--- src/rtl/pt_axi4lite_pkg.sv ---
// Shared AXI4-Lite types for the register-interface initiator and the
// bridge responder: protocol field widths, response codes, FSM states.
package pt_axi4lite_pkg;

    localparam int PROT_W = 3;
    localparam int RESP_W = 2;

    typedef enum logic [RESP_W-1:0] {
        OKAY   = 2'b00,
        EXOKAY = 2'b01,
        SLVERR = 2'b10,
        DECERR = 2'b11
    } axi_resp_t;

    typedef enum logic [2:0] {
        IDLE,     // waiting for a request
        WR_REQ,   // AW and W outstanding
        WR_RSP,   // awaiting B
        RD_REQ,   // AR outstanding
        RD_RSP,   // awaiting R
        RESPOND   // holding the completion for the requester
    } initiator_state_t;

    // SLVERR and DECERR are failures; EXOKAY counts as success.
    function automatic logic resp_is_error(input logic [RESP_W-1:0] resp);
        return (axi_resp_t'(resp) == SLVERR) || (axi_resp_t'(resp) == DECERR);
    endfunction

endpackage

--- src/rtl/pt_axi4lite_initiator.sv ---
// Single-outstanding AXI4-Lite master: turns one register-interface request
// into an AW+W/B or AR/R exchange and returns the completion on a
// valid/ready response stream.
module pt_axi4lite_initiator
    import pt_axi4lite_pkg::*;
#(
    parameter int                    AXI_ADDR_W = 32,
    parameter int                    RF_ADDR_W  = 32,
    parameter int                    DATA_W     = 64,
    parameter logic [AXI_ADDR_W-1:0] BASE_ADDR  = '0,
    parameter logic [PROT_W-1:0]     PROT       = 3'b000
) (
    input  logic                    i_clk,
    input  logic                    i_rst,

    // request stream from the local agent
    input  logic [RF_ADDR_W-1:0]    i_req_address,
    input  logic [DATA_W-1:0]       i_req_wr_data,
    input  logic                    i_req_write,
    input  logic                    i_req_valid,
    output logic                    o_req_ready,

    // completion stream back to the agent
    output logic [DATA_W-1:0]       o_rsp_data,
    output logic                    o_rsp_error,
    output logic                    o_rsp_write,
    output logic                    o_rsp_valid,
    input  logic                    i_rsp_ready,

    // AXI4-Lite write address
    output logic [AXI_ADDR_W-1:0]   o_awaddr,
    output logic [PROT_W-1:0]       o_awprot,
    output logic                    o_awvalid,
    input  logic                    i_awready,

    // AXI4-Lite write data
    output logic [DATA_W-1:0]       o_wdata,
    output logic [DATA_W/8-1:0]     o_wstrb,
    output logic                    o_wvalid,
    input  logic                    i_wready,

    // AXI4-Lite write response
    input  logic [RESP_W-1:0]       i_bresp,
    input  logic                    i_bvalid,
    output logic                    o_bready,

    // AXI4-Lite read address
    output logic [AXI_ADDR_W-1:0]   o_araddr,
    output logic [PROT_W-1:0]       o_arprot,
    output logic                    o_arvalid,
    input  logic                    i_arready,

    // AXI4-Lite read data
    input  logic [DATA_W-1:0]       i_rdata,
    input  logic [RESP_W-1:0]       i_rresp,
    input  logic                    i_rvalid,
    output logic                    o_rready
);

    initiator_state_t       state;
    initiator_state_t       state_nxt;

    logic [AXI_ADDR_W-1:0]  addr_q;
    logic [DATA_W-1:0]      wdata_q;
    logic                   aw_done;
    logic                   w_done;
    logic [DATA_W-1:0]      rsp_data_q;
    logic                   rsp_error_q;
    logic                   rsp_write_q;
    logic                   req_accept;

    assign req_accept = (state == IDLE) && i_req_valid;

    // State register; reset aborts any transaction straight back to IDLE.
    always_ff @(posedge i_clk or posedge i_rst) begin
        // NOTE: sequential state is only ever assigned with <= so every
        // flop samples the pre-edge values of its neighbours.
        if (i_rst) begin
            state <= IDLE;
        end else begin
            state <= state_nxt;
        end
    end

    // Next-state decode and all handshake outputs, derived from the state.
    always_comb begin
        // NOTE: every output gets a default before the case so no path
        // leaves a signal unassigned and no latch is inferred.
        state_nxt   = state;
        o_req_ready = 1'b0;
        o_awvalid   = 1'b0;
        o_wvalid    = 1'b0;
        o_bready    = 1'b0;
        o_arvalid   = 1'b0;
        o_rready    = 1'b0;
        o_rsp_valid = 1'b0;

        case (state)
            IDLE: begin
                o_req_ready = 1'b1;
                if (i_req_valid) begin
                    state_nxt = i_req_write ? WR_REQ : RD_REQ;
                end
            end
            WR_REQ: begin
                o_awvalid = !aw_done;
                o_wvalid  = !w_done;
                // A channel is finished if it completed earlier or its
                // ready is seen now while its valid is still up.
                if ((aw_done || i_awready) && (w_done || i_wready)) begin
                    state_nxt = WR_RSP;
                end
            end
            WR_RSP: begin
                o_bready = 1'b1;
                if (i_bvalid) begin
                    state_nxt = RESPOND;
                end
            end
            RD_REQ: begin
                o_arvalid = 1'b1;
                if (i_arready) begin
                    state_nxt = RD_RSP;
                end
            end
            RD_RSP: begin
                o_rready = 1'b1;
                if (i_rvalid) begin
                    state_nxt = RESPOND;
                end
            end
            RESPOND: begin
                o_rsp_valid = 1'b1;
                if (i_rsp_ready) begin
                    state_nxt = IDLE;
                end
            end
            default: begin
                state_nxt = IDLE;
            end
        endcase
    end

    // Request capture, per-channel write completion flags, response capture.
    always_ff @(posedge i_clk or posedge i_rst) begin
        if (i_rst) begin
            // NOTE: these are plain registers with defined reset values;
            // clearing them here also discards any pending completion.
            addr_q      <= '0;
            wdata_q     <= '0;
            aw_done     <= 1'b0;
            w_done      <= 1'b0;
            rsp_data_q  <= '0;
            rsp_error_q <= 1'b0;
            rsp_write_q <= 1'b0;
        end else begin
            if (req_accept) begin
                // Zero-extend, then offset; the sum wraps at AXI_ADDR_W bits.
                addr_q  <= AXI_ADDR_W'(i_req_address) + BASE_ADDR;
                wdata_q <= i_req_wr_data;
                aw_done <= 1'b0;
                w_done  <= 1'b0;
            end

            if (state == WR_REQ) begin
                if (o_awvalid && i_awready) begin
                    aw_done <= 1'b1;
                end
                if (o_wvalid && i_wready) begin
                    w_done <= 1'b1;
                end
            end

            if ((state == WR_RSP) && i_bvalid) begin
                rsp_data_q  <= '0;
                rsp_error_q <= resp_is_error(i_bresp);
                rsp_write_q <= 1'b1;
            end

            if ((state == RD_RSP) && i_rvalid) begin
                rsp_data_q  <= i_rdata;
                rsp_error_q <= resp_is_error(i_rresp);
                rsp_write_q <= 1'b0;
            end
        end
    end

    // Address and data are held in registers, so they stay stable for as
    // long as the corresponding valid is up.
    assign o_awaddr    = addr_q;
    assign o_araddr    = addr_q;
    assign o_awprot    = PROT;
    assign o_arprot    = PROT;
    assign o_wdata     = wdata_q;
    assign o_wstrb     = '1;

    assign o_rsp_data  = rsp_data_q;
    assign o_rsp_error = rsp_error_q;
    assign o_rsp_write = rsp_write_q;

endmodule

--- config.mk ---
export PLATFORM = sky130hd
export DESIGN_NAME = pt_axi4lite_initiator
export DESIGN_NICKNAME = d
export VERILOG_FILES = /design/src/rtl/pt_axi4lite_pkg.sv /design/src/rtl/pt_axi4lite_initiator.sv
export SDC_FILE = /design/constraint.sdc
export NUM_CORES = 1
export LEC_CHECK = 0
export CORE_AREA = 2 2 149 151
export DETAILED_ROUTE_END_ITERATION = 8
export DIE_AREA = 0 0 151 153
export GPL_TIMING_DRIVEN = 0
export PLACE_DENSITY = 0.69
export SYNTH_ARGS = -nofsm -noshare
export SYNTH_HDL_FRONTEND = slang
export SYNTH_SLANG_ARGS = --single-unit
export TNS_END_PERCENT = 10
--- constraint.sdc ---
create_clock -name i_clk -period 8.35 [get_ports i_clk]
set_clock_uncertainty 0.15 [all_clocks]
set_input_delay 2.0875 -clock i_clk [delete_from_list [all_inputs] [get_ports i_clk]]
set_output_delay 2.0875 -clock i_clk [all_outputs]
set_load 0.01 [all_outputs]
==> results of run 1 <==
## cell usage in the layout (no fill, tap or decap), drive strengths merged
master           n
nand3            2
buf             81
dfrtp          167
nand2          423
clkinvlp         3
diode            1
a22o             2
mux2             2
a211o            1
and3             1
o21ai           67
inv              9
nor3             1
o22ai            1
a21oi            1
bufinv           1
o2111ai          1
clkdlybuf4s50  372
clkbuf          30
clkinv           4
nor2             8
and2             1
nor2b            2
mux2i            2
nor3b            1
conb            14
nand2b           1
## power groups by stage
stage | Clock [µW] | Sequential (µW) | Combinational [µW]
after detailed placement | 0 | 1370 | 1920
after CTS | 775 | 1360 | 1930
after global placement | 0 | 1360 | 1890
after floorplan | 0 | 1500 | 664
final | 755 | 1360 | 1900
after global routing | 806 | 1400 | 2070
## flip-flops by register name, indices dropped and copies added, names as in the netlist
register	flops
w_done	1
o_rsp_data	64
o_rsp_write	1
o_rsp_error	1
state	3
o_araddr	32
o_wdata	64
aw_done	1
## worst min-delay path, delay by kind of cell, from the launching register on
kind,cells,cell delay [ps]
and+or+nand+nor,2,100
DFF,1,340
## area by class of cell
class                      count  area, µm²  area share
sequential                   167       4180       0.360
timing repair buffer         373       3750       0.323
multi-input combinational    531       2170       0.187
buffer                        90        587      0.0505
clock buffer                  20        437      0.0376
tap                          280        350      0.0301
clock inverter                12        119      0.0102
inverter                       5       26.3     0.00226
antenna                        1       2.50    0.000215
## synthesized netlist by cell type (all sizes together)
cell / number / area (µm²)
nand3: 2 / 15.0
and3: 1 / 6.26
buf: 80 / 549
inv: 5 / 18.8
nand2: 423 / 1590
o21ai: 67 / 335
clkbuf: 10 / 37.5
nor2b: 2 / 15.0
dfrtp: 167 / 4180
conb: 2 / 7.51
o2111ai: 1 / 15.0
a22o: 2 / 17.5
nor3b: 1 / 12.5
o22ai: 1 / 6.26
mux2i: 2 / 20.0
nor2: 8 / 30.0
nand2b: 1 / 6.26
nor3: 1 / 10.0
a21oi: 1 / 5.00
mux2: 2 / 22.5
a211o: 1 / 8.76
and2: 1 / 6.26
## routing by layer
layer | global-route usage | routed length [µm] | vias to the layer above
met5 | 0 | 13 | -
met4 | 0.0516 | 316 | 2
met3 | 0.0734 | 1960 | 21
met2 | 0.324 | 11100 | 223
met1 | 0.228 | 9110 | 3009
li1 | - | - | 3166
## stage by stage
stage	setup WS (ps)	power (µW)	setup TNS (ps)	hold WS [ps]
4_1_cts	4100	4060	0	328
3_3_place_gp	-895	3250	-147250	307
3_5_place_dp	4400	3290	0	311
5_1_grt	4020	4270	0	346
6_report	4160	4010	0	323
2_1_floorplan	1590	2160	0	347
## cell families (layout without fill, tap and decap cells)
kind of cell,count (synthesis),in the layout
simple gates,440,440
flops,167,167
buf+inv,95,500
compound gates,73,73
mux,4,4
other cells,2,15
## worst paths after layout
check                                   startpoint                         to  slack (ps)  cells after the start
max                           state[2]$_DFFE_PP0P_                   o_wvalid        4160                      5
min                        o_wdata[49]$_DFFE_PP0P_    o_wdata[49]$_DFFE_PP0P_         320                      2
max reg2reg                   state[1]$_DFFE_PP0P_     o_wdata[4]$_DFFE_PP0P_        6330                      6
min reg2reg                o_wdata[49]$_DFFE_PP0P_    o_wdata[49]$_DFFE_PP0P_         320                      2
max in group asynchronous                    i_rst  o_rsp_data[9]$_DFFE_PP0P_        5190                      3
min in group asynchronous                    i_rst    o_araddr[9]$_DFFE_PP0P_        1990                      2
==> metrics, run 1 <==
status complete, no violations; count of buffers added by post-CTS timing repair for setup 0; number of antenna violations at the first check in global routing 2; CTS tree done; peak ir drop on the vdd network 0.149 mV; Largest delay share family, worst path buffers and inverters; Vias per Instance 4.34; mux cell area share after synthesis 0.00615; largest net degree at the start of global routing 94; final estimated routing congestion in global placement 0.803; Synth Area per Inst 8.85 µm²; violation count after the first detailed-routing iteration 228; vias in the first global route 6,332; Final HPWL DP 17.3 mm; utilization after layout 0.541; area share of xor/xnor cells in the synthesized design 0; power density over the cells 345 mW/mm²; maximum frequency from static timing analysis 239 MHz; startpoint type of the worst setup path flop; CTS-repair resized insts 0; main combinational cell family by area after synthesis simple AND/OR/NAND/NOR gates; clock group share of total power 0.188; clock tree buffer depth 2; Detail Route Antenna Nets 0; area of all placed cells without fillers 0.0116 mm²; Layout Nets 1,359; die width 151 µm; Sw Share 0.348; clock insertion delay at the later pin of the skew report 420 ps; compound-gate portion of the synthesized area 0.0561; Core Area 0.0215 mm²; number of register bits inferred by synthesis 167; Rel. slew slack 0.635; Die Footprint 0.0231 mm²; Period Utilization, post-route 0.502; Final setup violation count 0; clock-pin slew of the registers on the worst-case setup and hold paths 60 ps; unrepaired setup endpoints after global routing no; Initial Util 0.322; WP data required 6110 ps; Buf/Inv on CP 2; proportion of power drawn by flip-flops and latches 0.339; number of top-level pins 389; total length of routed wires 22.5 mm; DRC errors left 0; number of rows created at floorplan 54; worst-path maximum fanout 8; floorplan die height 153 µm; final hold vios 0; clock sink total 167; endpoint class of the critical path primary output; total number of vias 6,421; number of instances in the synthesized netlist 781; Synth cell types 28; fin. max-slew vios 0; count of hold buffers inserted by post-cts repair 0; adder and majority gate portion of the synthesized area 0; Congestion Overflow GR 0; cell with the biggest individual delay on the critical path clkdlybuf4s50_1; cell at the root of the clock tree clkbuf_16; simple-gate area share of the yosys netlist 0.244; first-pass GRT wire length 34.2 mm; total standard cell area after synthesis 0.00691 mm²; worst path arrival time 1960 ps; number of buffers created by CTS 17; fraction of layout instances using a drive strength above 1 0.0935; sequential share of the synthesized area 0.605; cell internal power dissipation 2620 µW; Inst Count DP 1,446; minimum period implied by the final worst setup slack 4190 ps; Yosys warnings 0; Tightest Pin Transition 548 ps; Detailed Routing Iterations Pass 1 4; type of the tightest min-delay check flop to flop; cell seen most often among critical-path stages nor2_1; fill cell total of the finished layout 1,985; MaxCap Viol Count 0; PortBufs 372; sw power 1390 µW; overall routing resource usage 0.192; Leak 0.00546 µW; Placed Instance Area 0.0111 mm²; Cell Chain, Critical Path buf_2, nor2_1, nand2_1, nor2_1, clkdlybuf4s50_1; Wirelength per Cell 15.2 µm; Comb pwr share 0.473; startpoint-to-endpoint class of the critical path flop to primary output; count of placed standard cells in the final layout, fillers left out 1,479; CTS HTree Levels 4; crit-path max cell delay 590 ps; post-synthesis to final-layout area growth 68.2%
(Power assumes the default switching activity.)
==> run 2, diff against run 1 <==
--- a/config.mk
+++ b/config.mk
@@ -5,9 +5,9 @@
 export SDC_FILE = /design/constraint.sdc
 export NUM_CORES = 1
 export LEC_CHECK = 0
-export CORE_AREA = 2 2 149 151
+export CORE_AREA = 2 2 153 155
 export DETAILED_ROUTE_END_ITERATION = 8
-export DIE_AREA = 0 0 151 153
+export DIE_AREA = 0 0 155 157
 export GPL_TIMING_DRIVEN = 0
 export PLACE_DENSITY = 0.69
 export SYNTH_ARGS = -nofsm -noshare
==> constraint.sdc (replaced) <==
create_clock -name i_clk -period 3.5 [get_ports i_clk]
set_clock_uncertainty 0.15 [all_clocks]
set_input_delay 0.875 -clock i_clk [delete_from_list [all_inputs] [get_ports i_clk]]
set_output_delay 0.875 -clock i_clk [all_outputs]
set_load 0.01 [all_outputs]
==> run 2 against run 1 <==
Combinational power increased by 140%; final cell count increased by 0.54%; clock power increased by 140%; via count increased by 0.84%; critical path depth unchanged; design area increased by 0.76%; clock-buffer cell count unchanged; largest cell class unchanged.
==> metrics, run 2 (synthesis gave the netlist of run 1 again) <==
number of antenna violations at the first check in global routing 0; Tightest Pin Transition 554 ps; fraction of layout instances using a drive strength above 1 0.0982; total length of routed wires 22.7 mm; Leak 0.00550 µW; cell at the root of the clock tree clkbuf_16; Inst Count DP 1,455; proportion of power drawn by flip-flops and latches 0.339; MaxCap Viol Count 0; utilization after layout 0.520; Sw Share 0.350; Setup TNS Final 0 ps; Vias per Instance 4.35; commonest cells after routing, fill and taps aside 423 x nand2_1, 372 x clkdlybuf4s50_1, 167 x dfrtp_1; worst path arrival time 2010 ps; PortBufs 372; fin. max-slew vios 0; Die Footprint 0.0243 mm²; peak ir drop on the vdd network 0.379 mV; CTS tree done; die width 155 µm; clock insertion delay at the later pin of the skew report 420 ps; Congestion Overflow GR 0; Final HPWL DP 17.5 mm; most common cell after layout, fill and taps aside nand2_1; endpoint class of the critical path primary output; power density over the cells 819 mW/mm²; final estimated routing congestion in global placement 0.795; ANT cells 0; CTS HTree Levels 4; startpoint type of the worst setup path flop; CTS-repair resized insts 0; clock tree buffer depth 2; Core Area 0.0225 mm²; violation count after the first detailed-routing iteration 292; Detailed Routing Iterations Pass 1 4; post-synthesis to final-layout area growth 69.5%; first-pass GRT wire length 34.7 mm; sw power 3350 µW; maximum frequency from static timing analysis 329 MHz; vias in the first global route 6,223; fill cell total of the finished layout 2,106; DRC errors left 0; worst-path maximum fanout 8; clock sink total 167; Wirelength per Cell 15.3 µm; type of the tightest min-delay check flop to flop; Final setup violation count 0; clock-pin slew of the registers on the worst-case setup and hold paths 70 ps; Detail Route Antenna Nets 0; final hold vios 0; count of hold buffers inserted by post-cts repair 0; unrepaired setup endpoints after global routing no; number of buffers created by CTS 17; Layout Nets 1,363; largest net degree at the start of global routing 37; minimum period implied by the final worst setup slack 3040 ps; count of placed standard cells in the final layout, fillers left out 1,487; number of rows created at floorplan 55; status complete, no violations; WP data required 2470 ps; count of buffers added by post-CTS timing repair for setup 0; Period Utilization, post-route 0.868; total number of vias 6,475; floorplan die height 157 µm; Initial Util 0.307; number of top-level pins 389; overall routing resource usage 0.183; startpoint-to-endpoint class of the critical path flop to primary output; clock group share of total power 0.190; cell internal power dissipation 6230 µW; Rel. slew slack 0.630; Comb pwr share 0.471
run 2: routing by layer:
metal / global-route usage / share of wire
met3: 0.0501 / 0.070
met5: 0 / 0
met2: 0.304 / 0.49
met1: 0.238 / 0.42
met4: 0.0467 / 0.013
run 2: critical path, stage by stage (launching register included):
cell and delay [ps]:
dfrtp_1 350, buf_2 160, nor2_1 180, nand2_1 130, nor2_1 200, clkdlybuf4s50_1 600
run 2: path summary, 6_finish.rpt:
kind	from	endpoint	slack [ps]	cells after the start
setup reg to reg	state[1]$_DFFE_PP0P_	o_wdata[14]$_DFFE_PP0P_	1520	6
setup / recovery	state[2]$_DFFE_PP0P_	o_wvalid	460	5
hold / removal	o_wdata[10]$_DFFE_PP0P_	o_wdata[10]$_DFFE_PP0P_	330	2
max in group asynchronous	i_rst	o_wdata[29]$_DFFE_PP0P_	1510	5
hold reg to reg	o_wdata[10]$_DFFE_PP0P_	o_wdata[10]$_DFFE_PP0P_	330	2
min in group asynchronous	i_rst	o_rsp_data[51]$_DFFE_PP0P_	720	2
run 2: power groups by stage:
stage          Sequential [µW]  Clock (µW)  Combinational, µW
2_1_floorplan             3580           0               1580
3_3_place_gp              3260           0               4500
3_5_place_dp              3270           0               4570
4_1_cts                   3260        1870               4580
5_1_grt                   3360        1970               4910
6_report                  3250        1820               4510
run 2: final cells by class:
type	instances	area [µm²]	share of cell area
Buffer	90	587	0.0501
Clock buffer	20	457	0.0390
Clock inverter	12	108	0.00919
Inverter	5	22.5	0.00192
Multi-Input combinational cell	531	2170	0.185
Sequential cell	167	4180	0.357
Tap cell	285	357	0.0304
Timing Repair Buffer	377	3830	0.327
run 2: metrics by stage:
| stage | cell area, µm² | power [µW] | setup WS [ps] | hold slack [ps] |
|---|---|---|---|---|
| CTS | 11700 | 9710 | 400 | 329 |
| detailed placement | 11100 | 7850 | 809 | 311 |
| finish | 11700 | 9590 | 460 | 325 |
| global route | 11700 | 10200 | 304 | 345 |
| floorplan | 6960 | 5160 | 348 | 347 |
| global placement | 11000 | 7760 | -1170 | 306 |
==> run 3, diff against run 2 <==
--- a/config.mk
+++ b/config.mk
@@ -10,6 +10,7 @@
 export DIE_AREA = 0 0 155 157
 export GPL_TIMING_DRIVEN = 0
 export PLACE_DENSITY = 0.69
+export SETUP_SLACK_MARGIN = 0.2
 export SYNTH_ARGS = -nofsm -noshare
 export SYNTH_HDL_FRONTEND = slang
 export SYNTH_SLANG_ARGS = --single-unit
==> results of run 3 <==
Final layout, timing and power as in run 2 (identical DEF).
